==> src/rtl/fetch_pkg.sv <==
// fetch_pkg: shared state encoding and constants for the fetch front end.
// Imported by fetch_queue and fetch_sequencer.
package fetch_pkg;

   typedef enum logic [1:0] {
      IDLE,
      RUN,
      DRAIN,
      HALT
   } fetch_state_e;

   localparam logic [31:0] HALT_WORD = 32'h0000_0000;
   localparam int          PC_STEP   = 4;

endpackage

==> src/rtl/fetch_queue.sv <==
// fetch_queue: DEPTH x 32 synchronous FIFO with clear.
// Push and pop may coincide at any occupancy, including full.
module fetch_queue
   import fetch_pkg::*;
#(
   parameter  int DEPTH = 2,
   localparam int AW    = $clog2(DEPTH)
) (
   input  logic          clk,
   input  logic          rst_n,
   input  logic          push,
   input  logic [31:0]   wdata,
   input  logic          pop,
   input  logic          clear,
   output logic [31:0]   head,
   output logic [AW:0]   count,
   output logic          full,
   output logic          empty
);

   logic [31:0]   mem [DEPTH];
   logic [AW-1:0] rd_ptr;
   logic [AW-1:0] wr_ptr;
   logic          do_push;
   logic          do_pop;

   assign empty   = (count == '0);
   assign full    = (count == (AW+1)'(DEPTH));
   assign do_pop  = pop & ~empty;
   assign do_push = push & (~full | do_pop);
   assign head    = empty ? '0 : mem[rd_ptr];

   always_ff @(posedge clk) begin
      if (do_push && !clear)
         mem[wr_ptr] <= wdata;
   end

   always_ff @(posedge clk or negedge rst_n) begin
      if (!rst_n) begin
         rd_ptr <= '0;
         wr_ptr <= '0;
         count  <= '0;
      end else if (clear) begin
         rd_ptr <= '0;
         wr_ptr <= '0;
         count  <= '0;
      end else begin
         if (do_push)
            wr_ptr <= wr_ptr + AW'(1);
         if (do_pop)
            rd_ptr <= rd_ptr + AW'(1);
         count <= count + (AW+1)'(do_push)
                        - (AW+1)'(do_pop);
      end
   end

endmodule

==> src/rtl/fetch_sequencer.sv <==
// fetch_sequencer: PC, imem issue, fetch queue and Decode handshake.
// Optional FETCH_PERF_CNT_EN adds perf_issued / perf_stall counters.
module fetch_sequencer
   import fetch_pkg::*;
#(
   parameter int                ADDR_W       = 32,
   parameter logic [ADDR_W-1:0] RESET_PC     = '0,
   parameter int                QUEUE_DEPTH  = 2,
   parameter int                HALT_ON_ZERO = 1
) (
   input  logic              clk,
   input  logic              rst_n,
   input  logic              start,
   output logic              imem_rd_en,
   output logic [ADDR_W-1:0] imem_addr,
   input  logic [31:0]       imem_rdata,
   output logic [31:0]       instruction,
   output logic              is_input_valid,
   input  logic              decode_ready,
   input  logic              redirect_valid,
   input  logic [ADDR_W-1:0] redirect_pc,
   output logic              busy,
`ifdef FETCH_PERF_CNT_EN
   output logic [31:0]       perf_issued,
   output logic [31:0]       perf_stall,
`endif
   output logic              halted
);

   localparam int CW = $clog2(QUEUE_DEPTH) + 1;

   fetch_state_e      state;
   logic [ADDR_W-1:0] pc;
   logic              in_flight;
   logic [CW-1:0]     q_count;
   logic [CW:0]       occ;
   logic              q_full;
   logic              q_empty;
   logic              q_push;
   logic              xfer;
   logic              zero_word;
   logic              zero_hit;
   logic              redirect_hit;
   logic              start_hit;

   assign xfer         = ~q_empty & decode_ready;
   assign redirect_hit = redirect_valid & (state != IDLE);
   assign start_hit    = start & ((state == IDLE) | (state == HALT));
   assign zero_word    = (HALT_ON_ZERO != 0) && (imem_rdata == HALT_WORD);
   assign zero_hit     = in_flight & zero_word & (state == RUN);
   assign q_push       = in_flight & ~redirect_hit & ~zero_word
                       & (~q_full | xfer);

   // a word leaving this cycle frees a slot, so issue can run back to back
   assign occ = {1'b0, q_count} + (CW+1)'(in_flight)
                                - (CW+1)'(xfer);

   assign imem_rd_en     = (state == RUN) &&
                           (occ < (CW+1)'(QUEUE_DEPTH));
   assign imem_addr      = pc;
   assign is_input_valid = ~q_empty;
   assign busy           = (state == RUN) | (state == DRAIN);
   assign halted         = (state == HALT);

   fetch_queue #(
      .DEPTH (QUEUE_DEPTH)
   ) u_queue (
      .clk   (clk),
      .rst_n (rst_n),
      .push  (q_push),
      .wdata (imem_rdata),
      .pop   (xfer),
      .clear (redirect_hit),
      .head  (instruction),
      .count (q_count),
      .full  (q_full),
      .empty (q_empty)
   );

   always_ff @(posedge clk or negedge rst_n) begin
      if (!rst_n) begin
         state     <= IDLE;
         pc        <= RESET_PC;
         in_flight <= 1'b0;
      end else begin
         in_flight <= imem_rd_en & ~redirect_hit & ~zero_hit;
         if (imem_rd_en)
            pc <= pc + ADDR_W'(PC_STEP);
         if (redirect_hit) begin
            state <= RUN;
            pc    <= redirect_pc & ~ADDR_W'(3);
         end else if (zero_hit) begin
            state <= DRAIN;
         end else begin
            unique case (state)
               IDLE, HALT: begin
                  if (start) begin
                     state <= RUN;
                     pc    <= RESET_PC;
                  end
               end
               RUN: ;
               DRAIN: begin
                  if (q_empty && !in_flight)
                     state <= HALT;
               end
            endcase
         end
      end
   end

`ifdef FETCH_PERF_CNT_EN
   always_ff @(posedge clk or negedge rst_n) begin
      if (!rst_n) begin
         perf_issued <= '0;
         perf_stall  <= '0;
      end else if (start_hit) begin
         perf_issued <= '0;
         perf_stall  <= '0;
      end else begin
         if (xfer && perf_issued != '1)
            perf_issued <= perf_issued + 32'd1;
         if (!q_empty && !decode_ready && perf_stall != '1)
            perf_stall <= perf_stall + 32'd1;
      end
   end
`else
   logic unused_start_hit;
   assign unused_start_hit = start_hit;
`endif

endmodule
==> config.mk <==
export PLATFORM = sky130hd
export DESIGN_NAME = fetch_sequencer
export DESIGN_NICKNAME = d
export VERILOG_FILES = /design/src/rtl/fetch_pkg.sv /design/src/rtl/fetch_queue.sv /design/src/rtl/fetch_sequencer.sv
export SDC_FILE = /design/constraint.sdc
export NUM_CORES = 1
export LEC_CHECK = 0
export CORE_AREA = 2 2 103 105
export DETAILED_ROUTE_END_ITERATION = 8
export DIE_AREA = 0 0 105 107
export GPL_ROUTABILITY_DRIVEN = 0
export PLACE_DENSITY = 0.79
export SLEW_MARGIN = 20
export SYNTH_ARGS = -nofsm -noshare
export SYNTH_HDL_FRONTEND = slang
export SYNTH_HIERARCHICAL = 1
export SYNTH_SLANG_ARGS = --single-unit
==> constraint.sdc <==
create_clock -name clk -period 5.3 [get_ports clk]
set_clock_uncertainty 0.1 [all_clocks]
set_input_delay 0.53 -clock clk [delete_from_list [all_inputs] [get_ports clk]]
set_output_delay 0.53 -clock clk [all_outputs]
set_load 0.005 [all_outputs]
# --- Yosys cells after proc, flatten, opt, wreduce, memory -nomap -nowiden ---
# Memory sizes are Yosys's and may differ from the RTL's.
# Cells that the tools add are included.
word_totals:
  ramBits: 64
  mem_count: 1
  elab_cells: 72
  in_bits: 69
  output_inout_bits: 68
  regBits: 39
classes:
  reduce_logical: 14
  order_cmp: 1
  n_bitwise: 19
  n_eq_ne: 6
  muxes: 18
  addsub: 7
memory_table:
  columns: ["name", "words", "width", "read_ports", "rd_clocked_by_memory_dff", "wr", "line_no", "text"]
  rows:
  - ["u_queue.mem", 2, 32, 1, 0, 1, "fetch_queue.sv:21", "logic [31:0] mem [DEPTH];"]
op_table:
  columns: ["cell", "count"]
  rows:
  - ["two-way mux 32 bit", 6]
  - ["adder 32 x 3 -> 32 bit (second input constant)", 1]
  - ["zero test 32 bit", 1]
  - ["AND 1 bit", 11]
  - ["two-way mux 2 bit", 5]
  - ["equality test 2 bit (second input constant)", 3]
  - ["two-way mux 1 bit", 6]
  - ["nonzero test 2 bit", 3]
  - ["inverter 1 bit", 5]
  - ["zero test 2 bit", 2]
  - ["!= test 4 x 3 -> 1 bit (second input constant)", 1]
  - ["!= test 4 bit (second input constant)", 1]
  - ["case mux 2 bit (2 select lines)", 1]
  - ["nonzero test 4 bit", 1]
  - ["adder 2 x 1 -> 3 bit", 1]
  - ["logical AND 1 bit", 3]
  - ["< comparator 3 x 2 -> 1 bit (second input constant)", 1]
  - ["OR 1 bit", 3]
  - ["AND reduction 3 bit", 1]
  - ["subtractor 3 x 1 -> 3 bit", 1]
  - ["adder 1 bit (second input constant)", 2]
  - ["adder 2 x 1 -> 2 bit", 1]
  - ["equality test 2 x 1 -> 1 bit (second input constant)", 1]
  - ["zero test 1 bit", 2]
  - ["2 further kinds", 2]

# --- Depth between registers and ports, before layout ---
# Gate-level depths: netlist of run 1.
logic_depth:
  depth_word: 11
  ltp_mapped: 12
  ltp_nobuf: 10

# --- Hierarchy ---
# Netlist of run 1, hierarchy kept.
by_module_without_submodules:
  columns: ["module", "cells_each", "instances", "area_each_um2"]
  rows:
  - ["fetch_queue", 162, 1, 2660.1]
  - ["fetch_sequencer", 242, 1, 2094.5]

# --- Least setup slack after synthesis of run 1 ---
# No wires, ideal clock.
synth_timing:
  kind: "reg-to-reg"
  from: "register u_queue.count[1]"
  to: "memory u_queue.mem[1][0], enable pin"
  slack_ps: 620
  setup_ps: 468
  path_stages_with_launch: 8
  n_path_buf: 1
  required_time_ps: 4732
  t_arrival_ps: 4112
  period_less_slack_ps: 4680
  cell_sequence: "dfrtp_1 nor2_1 buf_2 nor2b_1 nor2b_1 nor4_1 o21ai_2 nor3b_1"
synth_via:
  elab_chain_len: 9
  elab_cells_between_ends: 13
  cone_classes: "1 x eq/ne; 2 x mux; 8 x bitwise; 2 x reduce/logical"
synth_rtl:
  columns: ["element", "line_no", "text"]
  rows:
  - ["from (decl)", "fetch_queue.sv:16", "output logic [AW:0] count,"]
  - ["from (signal assigned)", "fetch_queue.sv:52", "count <= count + (AW+1)'(do_push)"]
  - ["zero test 2 bit", "fetch_queue.sv:27", "assign empty = (count == '0);"]
  - ["net q_empty", "fetch_sequencer.sv:38", "logic q_empty;"]
  - ["inverter 1 bit", "fetch_sequencer.sv:46", "assign xfer = ~q_empty & decode_ready;"]
  - ["AND 1 bit", "fetch_sequencer.sv:46", null]
  - ["net xfer", "fetch_sequencer.sv:40", "logic xfer;"]
  - ["OR 1 bit", "fetch_sequencer.sv:52", "& (~q_full | xfer);"]
  - ["AND 1 bit", "fetch_sequencer.sv:52", null]
  - ["net q_push", "fetch_sequencer.sv:39", "logic q_push;"]
  - ["AND 1 bit", "fetch_queue.sv:30", "assign do_push = push & (~full | do_pop);"]
  - ["logical AND 1 bit", "fetch_queue.sv:34", "if (do_push && !clear)"]
  - ["two-way mux 1 bit", "fetch_queue.sv:34", null]
  - ["two-way mux 1 bit (implied by the code)", "fetch_queue.sv:35", "mem[wr_ptr] <= wdata;"]
  - ["to (decl)", "fetch_queue.sv:21", null]
# The timed path passes the listed nets, and every way through them passes these cells.

# --- Final worst setup path of run 1 ---
layout_timing:
  from: "input port decode_ready"
  to: "output port imem_rd_en"
layout_via:
  elab_chain_len: 4
layout_rtl:
  columns: ["element", "line_no", "text"]
  rows:
  - ["from (decl)", "fetch_sequencer.sv:19", "input logic decode_ready,"]
  - ["AND 1 bit", "fetch_sequencer.sv:46", null]
  - ["net xfer", "fetch_sequencer.sv:40", null]
  - ["subtractor 3 x 1 -> 3 bit", "fetch_sequencer.sv:56", "- (CW+1)'(xfer);"]
  - ["< comparator 3 x 2 -> 1 bit", "fetch_sequencer.sv:59", "(occ < (CW+1)'(QUEUE_DEPTH));"]
  - ["logical AND 1 bit", "fetch_sequencer.sv:58", "assign imem_rd_en = (state == RUN) &&"]
  - ["to (decl)", "fetch_sequencer.sv:14", "output logic imem_rd_en,"]
# The timed path passes the listed nets, and every way through them passes these cells.

==> impl_results.md, run 1 <==
* Mean Syn Cell Area at 11.8 um^2
* Maxcap violations at 0
* Synth Register Bits at 101
* CTS Sinks at around 100
* Placed Area at 6220 um^2
* Post-CTS Resized at 0
* Power Total at about 2.2 mW
* Sequential share of the synthesized area at 0.599
* CTS HTree Levels at 3
* CTS Buf Count at 9
* Initial antenna violation count at 0
* Design area at 6410 um^2
* Setup violators final at 0
* Total iterations of the first detailed-routing run at 4
* Core ar. at 10100 um^2
* First-pass GRT wire length at ~18000 um
* Share of cells above drive strength 1 at 0.0718
* RSZ-0062 raised after global routing: no
* Fin crit share at 0.711
* Final ANT Viol Nets at 0
* CTS tree: done
* Starting Density at 0.471
* Multi-input gate area at 1770 um^2
* Die width at 105 um
* Cells after Synth at 404
* I/O pin total at 137
* Synth top area cells: edfxtp_1 40%, dfrtp_1 19%, mux2i_1 6.9%, xor2_1 4.1%, o21ai_0 3.4%
* Die area at 11200 um^2
* Setup crit end kind: primary output
* Most frequent cells in the layout: 131 x clkdlybuf4s50_1, 64 x edfxtp_1, 41 x nor2_1
* Clk_lat worst skew at 0.37 ns
* Worst hold path class: in2async
* Commonest non-fill, non-tap cell in the layout: clkdlybuf4s50_1
* Ys Warns at 6
* Layout area overhead at 34.9%
* CP max FO at 7
* Via count at between 3k and 4k
* Final Instance Count excl. Fillers at 679
* Total grt overflow at 0
* DR DRC count at 0
* Fmax at around 270 MHz
* Cell variety after synth at 44
* Initial drt markers at around 180
* Hold_ws at 0.135 ns
* Relative slew slack at 0.355
* Maximum vdd ir drop at 0.241 mV
* Post-synthesis instance area at 4750 um^2
* Register area at 2850 um^2
* Final Hold Fails at 0
* Status: finished clean
* Num rows at 37
* Async S/R FF share, synth at 0.366
* Final WL at 11000 um
* Yosys top cell by area: edfxtp_1
* CP startpoint kind: input pin
* N_diodes at 0
* Overall global routing resource usage at 0.202
* Final #Nets at 616
* Fin crit period at 3.77 ns
* EDFF count, synth at 64
* Setup Buffers After CTS at 0
* Synth Flop Type: edfxtp_1
* Fillcell total at 833
* WS Path Type: in2out
* Hold buffer count at cts at 0
* Largest net degree at the start of global routing at 40
* WL per Instance at 16.2 um
* CTS Root Cell: clkbuf_8
* Deepest clock path buffer count at 2
* Critical Path RT at 4.67 ns
* Reg clk slew, reported paths at roughly 0.11 ns
* Vias in the first global route at 3659
* Fin Setup TNS at 0 ns
* Top-area cell type share of the netlist area at 0.404
* Vias per inst at 5.26
* Chip height at 107 um
* Leak pwr at 2.29 nW
* Port Buf Inserts at about 130
* Detailed placement HPWL at 7730 um
* Slew Viols, Final at 0
* Worst Path Arrival at 3.14 ns
* Pwr/cell area at between 300 and 400 nW/um^2
* Least-Margin Pin Slew at 0.967 ns
* Placed Instances at 663
## through the flow
| step | setup WS (ns) | utilization |
|---|---|---|
| after floorplan | 0.620 | - |
| after global placement | 1.56 | 0.616 |
| after detailed placement | 1.52 | 0.616 |
| after CTS | 1.51 | 0.636 |
| after global routing | 1.27 | 0.636 |
| final | 1.53 | 0.636 |
## where the power goes
part / internal (mW) / switching (mW) / leakage [nW] / total (mW)
logic: 0.394 / 0.314 / 1.16 / 0.708
clock network: 0.222 / 0.269 / 0.0938 / 0.492
registers: 0.924 / 0.0800 / 1.04 / 1.00
## cell families after synthesis
logic type      share of synthesized area
compound gates                     0.0576
fa+ha+maj                          0.0253
mux                                0.0742
flops                               0.599
buf+inv                            0.0313
simple gates                        0.160
other cells                      0.000789
xor+xnor                           0.0516
## per-layer routing
| layer | share of wire | GRT usage | vias up | wire length, um |
|---|---|---|---|---|
| li1 | - | - | 1715 | - |
| met2 | 0.47 | 0.333 | 146 | 5230 |
| met5 | 0 | 0 | - | 0 |
| met3 | 0.085 | 0.0529 | 10 | 938 |
| met1 | 0.43 | 0.263 | 1703 | 4730 |
| met4 | 0.010 | 0.0629 | 0 | 114 |
## synthesized netlist by cell type, types with 2 or more instances
cell,n
edfxtp_1,64
nor3b_1,2
ha_1,8
dfrtp_1,37
a22oi_1,2
xor2_1,22
nand4_1,16
mux2_2,2
o21ai_0,32
nor4_1,11
o31ai_1,2
nand3_1,14
nand2b_1,5
and3_1,5
and4_1,2
inv_1,11
nor3_1,4
clkbuf_1,4
buf_4,5
nand2_1,39
a21oi_1,3
xnor2_1,6
buf_2,8
nor2_1,42
nor2b_1,6
mux2i_1,33
and2_2,2
## flip-flops by register name (all words and copies together), names as in the netlist
register / count
u_queue/rd_ptr: 1
in_flight: 1
u_queue/mem: 64
u_queue/wr_ptr: 1
imem_addr: 30
u_queue/count: 2
state: 2
## cell type report
type,instances,area share
tap,136,0.0265
inverter,11,0.00644
timing repair buffer,141,0.216
clock buffer,10,0.0199
clock inverter,6,0.0107
sequential,101,0.444
multi-input combinational,274,0.277
## worst paths after layout
kind / start / to / slack, ns / cells past startpoint
min in group clk: imem_addr[31]$_DFF_PN0_ / imem_addr[31]$_DFF_PN0_ / 0.47 / 2
worst max register to register: u_queue/count[1]$_DFF_PN0_ / imem_addr[31]$_DFF_PN0_ / 2.07 / 10
worst min register to register: imem_addr[31]$_DFF_PN0_ / imem_addr[31]$_DFF_PN0_ / 0.47 / 2
max in group asynchronous: rst_n / u_queue/rd_ptr$_DFFE_PN0P_ / 4.37 / 1
worst min-delay path: rst_n / imem_addr[17]$_DFF_PN0_ / 0.14 / 1
worst max-delay path: decode_ready / imem_rd_en / 1.53 / 8
## critical path: stages
cell,delay [ns]
clkdlybuf4s50_1,0.44
nor2b_1,0.38
ha_1,0.31
nand2b_1,0.15
fa_1,0.38
xor2_1,0.21
nor2_1,0.20
clkdlybuf4s50_1,0.54
Note: power is estimated with default switching activity, not from simulation.
==> run 2, diff against run 1 <==
==> constraint.sdc (replaced) <==
create_clock -name clk -period 3.9 [get_ports clk]
set_clock_uncertainty 0.1 [all_clocks]
set_input_delay 0.39 -clock clk [delete_from_list [all_inputs] [get_ports clk]]
set_output_delay 0.39 -clock clk [all_outputs]
set_load 0.005 [all_outputs]
==> impl_results.md, run 2 (same netlist as run 1, synthesis figures left out) <==
* Status: finished clean
* Total iterations of the first detailed-routing run at 4 (unchanged)
* Layout area overhead at 35.4%
* CTS HTree Levels at 3 (unchanged)
* Part of the power in registers at 0.459 (+0.004)
* Final #Nets at 619 (+0.49%)
* Worst hold path class: in2async
* Maximum vdd ir drop at 0.307 mV (+27%)
* CP max FO at 7 (unchanged)
* Commonest non-fill, non-tap cell in the layout: clkdlybuf4s50_1
* CTS tree: done
* Most frequent cells in the layout: 131 x clkdlybuf4s50_1, 64 x edfxtp_1, 41 x nor2_1
* Detailed placement HPWL at 7630 um (-1.2%)
* Leak pwr at 2.32 nW (+1.2%)
* Vias per inst at 5.21 (-0.94%)
* Fin crit period at around 3.3 ns
* DR DRC count at 0 (unchanged)
* Reg clk slew, reported paths at 0.11 ns (about the same)
* WS Path Type: reg2out
* Fillcell total at 809 (-2.9%)
* Maxcap violations at 0 (unchanged)
* First-pass GRT wire length at 16800 um (-6.1%)
* Logic pwr share at 0.330 (+0.009)
* Fin crit share at 0.853
* Port Buf Inserts at 132 (unchanged)
* I/O pin total at 137 (unchanged)
* RSZ-0062 raised after global routing: no
* Final Instance Count excl. Fillers at 682 (+0.44%)
* CP startpoint kind: register
* Setup violators final at 0 (unchanged)
* Post-CTS Resized at 0 (unchanged)
* N_diodes at 0 (unchanged)
* Share of cells above drive strength 1 at 0.0788 (+0.00693)
* Clk_lat worst skew at 0.36 ns (about the same)
* Via count at 3556 (-0.50%)
* Critical Path RT at 3.41 ns (-1.26 ns)
* Max reg flops at 64 (unchanged)
* Total grt overflow at 0 (unchanged)
* Setup Buffers After CTS at 0 (unchanged)
* Deepest clock path buffer count at 2 (unchanged)
* Int Pwr at 2.05 mW (+33%)
* Initial antenna violation count at 0 (unchanged)
* Final WL at 10800 um (-2.0%)
* Pwr/cell area at 461 nW/um^2 (+34%)
* Chip height at 107 um (unchanged)
* CTS Sinks at 101 (unchanged)
* Final Hold Fails at 0 (unchanged)
* CTS Root Cell: clkbuf_8
* Least-Margin Pin Slew at 0.982 ns (+0.0146 ns)
* WL per Instance at 15.8 um (-2.4%)
* Core ar. at 10100 um^2 (unchanged)
* Net Sw Frac at 0.310 (+0.00865)
* Largest reg by FF count: u_queue/mem
* Fmax at about 300 MHz
* Overall global routing resource usage at 0.188 (-0.0143)
* Die width at 105 um (unchanged)
* P_sw at 0.920 mW (+39%)
* Placed Instances at 666 (+0.45%)
* Clk pwr share at 0.211 (-0.012)
* Worst Path Arrival at 2.84 ns (-0.30 ns)
* Num rows at 37 (unchanged)
* CTS Buf Count at 9 (unchanged)
* Setup crit end kind: primary output
* Starting Density at 0.471 (unchanged)
* Fin Setup TNS at 0 ns (unchanged)
* Vias in the first global route at 3572 (-2.4%)
* Hold_ws at 0.0215 ns (-0.114 ns)
* Die area at 11200 um^2 (unchanged)
* Hold buffer count at cts at 0 (unchanged)
* Largest net degree at the start of global routing at 40 (unchanged)
* Final ANT Viol Nets at 0 (unchanged)
* Slew Viols, Final at 0 (unchanged)
* Relative slew slack at 0.346 (-0.00971)
* Initial drt markers at 124 (-31%)
[run 2: power by group through the flow]
stage | clock network (mW) | logic [mW] | registers, mW
after global placement | 0 | 0.970 | 1.38
after CTS | 0.645 | 0.990 | 1.36
after detailed placement | 0 | 0.982 | 1.39
after global routing | 0.690 | 1.07 | 1.38
after floorplan | 0 | 0.439 | 1.36
final | 0.628 | 0.979 | 1.36
[run 2: critical path: stages, from the launching register on]
cell and delay, ns:
dfrtp_1 0.51, nor2_2 0.09, nor2b_1 0.18, ha_1 0.25, nand2b_1 0.16, fa_1 0.37
xor2_1 0.21, nor2_1 0.17, clkdlybuf4s50_1 0.55
[run 2: cell type report]
class	count	area [um^2]	area share
clock buffer	9	124	0.0192
clock inverter	7	62.6	0.00971
inverter	11	41.3	0.00641
multi-input combinational	274	1790	0.277
sequential	101	2850	0.442
tap	136	170	0.0264
timing repair buffer	144	1410	0.218
[run 2: path summary, 6_finish.rpt]
path	start	endpoint	slack [ns]	depth (start not counted)
worst min-delay path	rst_n	imem_addr[17]$_DFF_PN0_	0.02	1
worst max-delay path	u_queue/count[1]$_DFF_PN0_	imem_rd_en	0.57	8
worst max register to register	u_queue/count[1]$_DFF_PN0_	imem_addr[31]$_DFF_PN0_	0.82	11
worst min register to register	imem_addr[31]$_DFF_PN0_	imem_addr[31]$_DFF_PN0_	0.48	2
min in group clk	redirect_pc[16]	imem_addr[16]$_DFF_PN0_	0.48	3
max in group asynchronous	rst_n	u_queue/rd_ptr$_DFFE_PN0P_	3.09	1
[run 2: routing by layer]
layer	track usage	vias up	routed length, um
li1	-	1726	-
met1	0.239	1698	4660
met2	0.318	127	5250
met3	0.0547	5	827
met4	0.0448	0	55
met5	0	-	0
[run 2: through the flow]
stage / cell area, um^2 / utilization / total power [mW] / worst slack, ns
6_report: 6440 / 0.638 / 2.97 / 0.575
3_3_place_gp: 6250 / 0.620 / 2.35 / 0.611
2_1_floorplan: 4770 / - / 1.80 / 0.336
4_1_cts: 6440 / 0.638 / 3.00 / 0.538
3_5_place_dp: 6250 / 0.620 / 2.37 / 0.540
5_1_grt: 6440 / 0.638 / 3.14 / 0.387
==> run 3, diff against run 2 <==
--- a/config.mk
+++ b/config.mk
@@ -6,11 +6,12 @@
 export NUM_CORES = 1
 export LEC_CHECK = 0
 export CORE_AREA = 2 2 103 105
+export CTS_CLUSTER_SIZE = 20
 export DETAILED_ROUTE_END_ITERATION = 8
 export DIE_AREA = 0 0 105 107
 export GPL_ROUTABILITY_DRIVEN = 0
+export HOLD_SLACK_MARGIN = 0.08
 export PLACE_DENSITY = 0.79
-export SLEW_MARGIN = 20
 export SYNTH_ARGS = -nofsm -noshare
 export SYNTH_HDL_FRONTEND = slang
 export SYNTH_HIERARCHICAL = 1
==> impl_results.md, run 3 (same netlist as run 1, synthesis figures left out) <==
* Design area at 6450 um^2 (+0.16%)
* CP max stage cell: clkdlybuf4s50_1
* Max reg flops at 64 (unchanged)
* Initial drt markers at 159 (+28%)
* Fmax at 301 MHz (about the same)
* CTS Root Cell: clkbuf_8
* WL per Instance at 15.9 um (+0.27%)
* I/O pin total at 137 (unchanged)
* Final #Nets at 620 (+0.16%)
* Setup violators final at 0 (unchanged)
* Worst Path Arrival at 2.83 ns (about the same)
* WS Path Type: reg2out
* CP startpoint kind: register
* Largest reg by FF count: u_queue/mem
* Worst path bufs/invs at 1 (unchanged)
* Critical Path RT at 3.41 ns (about the same)
* Most frequent cells in the layout: 131 x clkdlybuf4s50_1, 64 x edfxtp_1, 41 x nor2_1
* Maximum vdd ir drop at 0.307 mV (about the same)
* Register area at 2850 um^2 (unchanged)
* CTS HTree Levels at 3 (unchanged)
* Via count at 3581 (+0.70%)
* First-pass GRT wire length at 16900 um (+0.29%)
* CP max FO at 7 (unchanged)
* CTS tree: done
* Worst slack at placement at 0.540 ns (unchanged)
* Largest net degree at the start of global routing at 40 (unchanged)
* Chip height at 107 um (unchanged)
* N_diodes at 0 (unchanged)
* CTS Sinks at 101 (unchanged)
* Commonest non-fill, non-tap cell in the layout: clkdlybuf4s50_1
* Pwr/cell area at 461 nW/um^2 (about the same)
* Final WL at 10800 um (+0.42%)
* Deepest clock path buffer count at 2 (unchanged)
* Vias in the first global route at 3585 (+0.36%)
* Critical-path cell list: nor2_2, nor2b_1, ha_1, nand2b_1, fa_1, xor2_1, nor2_1, clkdlybuf4s50_1
* Total iterations of the first detailed-routing run at 4 (unchanged)
* Slew Viols, Final at 0 (unchanged)
* Multi-input gate area at 1790 um^2 (unchanged)
* DR DRC count at 0 (unchanged)
* Die area at 11200 um^2 (unchanged)
* Detailed placement HPWL at 7630 um (unchanged)
* Share of cells above drive strength 1 at 0.0786 (-0.000144)
* Delay-heaviest family, CP: adder cells
* Slowest stage delay, CP at 0.55 ns (about the same)
* Layout area overhead at 35.7%
* Fin crit period at 3.32 ns (-0.00170 ns)
* Placed Area at 6250 um^2 (unchanged)
* Initial antenna violation count at 0 (unchanged)
* Core ar. at 10100 um^2 (unchanged)
* Relative slew slack at 0.346 (+0.000508)
* Die width at 105 um (unchanged)
* Total grt overflow at 0 (unchanged)
* Setup crit end kind: primary output
* Setup Buffers After CTS at 0 (unchanged)
* Overall global routing resource usage at 0.188 (+0.000530)
* Final worst setup slack at 0.576 ns (+0.00170 ns)
* Clk_lat worst skew at 0.36 ns (about the same)
* Worst hold path class: in2reg
* Vias per inst at 5.24 (+0.56%)
* Starting Density at 0.471 (unchanged)
* Final ANT Viol Nets at 0 (unchanged)
* Fillcell total at 808 (-0.12%)
* Port Buf Inserts at 132 (unchanged)
* Power Total at 2.97 mW (about the same)
* Status: finished clean
* Reg clk slew, reported paths at 0.11 ns (about the same)
* Least-Margin Pin Slew at 0.981 ns (-0.000763 ns)
* CTS Buf Count at 9 (unchanged)
* Final Hold Fails at 0 (unchanged)
* Post-CTS Resized at 0 (unchanged)
* RSZ-0062 raised after global routing: no
* Maxcap violations at 0 (unchanged)
* Fin Setup TNS at 0 ns (unchanged)
* Fin crit share at 0.852 (about the same)
* Leak pwr at 2.32 nW (+0.18%)
* Num rows at 37 (unchanged)
==> run 3: what timing repair did <==
item / 4_1_cts / 5_1_grt
hold buffers: 1 / 0
hold endpoints to repair: 37 / 0
setup endpoints to repair: 0 / 0
==> run 3: through the flow <==
stage,instances,hold WS (ns),util
after global placement,666,0.441,0.620
after CTS,683,0.455,0.639
after global routing,683,0.486,0.639
after detailed placement,666,0.443,0.620
after floorplan,405,-0.00559,-
final,683,0.478,0.639
==> run 3: power breakdown <==
part	switching (mW)	internal, mW	leakage [nW]
Combinational	0.433	0.549	1.19
Clock	0.379	0.248	0.0984
Sequential	0.109	1.26	1.04
Total	0.922	2.05	2.32
==> run 3: worst register-to-register path: stages (launching register included) <==
cell	delay [ns]
dfrtp_1	0.51
nor2_2	0.09
nor2b_1	0.18
ha_1	0.25
nand2b_1	0.16
fa_1	0.37
xor2_1	0.21
nor3_1	0.28
buf_4	0.19
nand3_1	0.18
o41a_1	0.35
a22oi_1	0.15
==> run 3: layer usage <==
metal / vias up / track usage / wire [um]
met1: 1729 / 0.239 / 4720
met3: 5 / 0.0547 / 762
met2: 121 / 0.320 / 5300
met5: - / 0 / 0
met4: 0 / 0.0448 / 55
li1: 1726 / - / -
==> run 3: area by class of cell <==
class                           count  share of cell area
Clock inverter                      7             0.00970
Timing Repair Buffer              145               0.220
Inverter                           11             0.00640
Clock buffer                        9              0.0192
Multi-Input combinational cell    274               0.277
Sequential cell                   101               0.442
Tap cell                          136              0.0264
==> run 3: path summary, 6_finish.rpt <==
path | start | to | slack (ns) | cells after the start
hold reg to reg | imem_addr[31]$_DFF_PN0_ | imem_addr[31]$_DFF_PN0_ | 0.48 | 2
hold / removal | redirect_pc[14] | imem_addr[14]$_DFF_PN0_ | 0.48 | 3
max in group asynchronous | rst_n | u_queue/rd_ptr$_DFFE_PN0P_ | 2.55 | 2
setup / recovery | u_queue/count[1]$_DFF_PN0_ | imem_rd_en | 0.58 | 8
setup reg to reg | u_queue/count[1]$_DFF_PN0_ | imem_addr[31]$_DFF_PN0_ | 0.82 | 11
min in group asynchronous | rst_n | imem_addr[17]$_DFF_PN0_ | 0.56 | 2
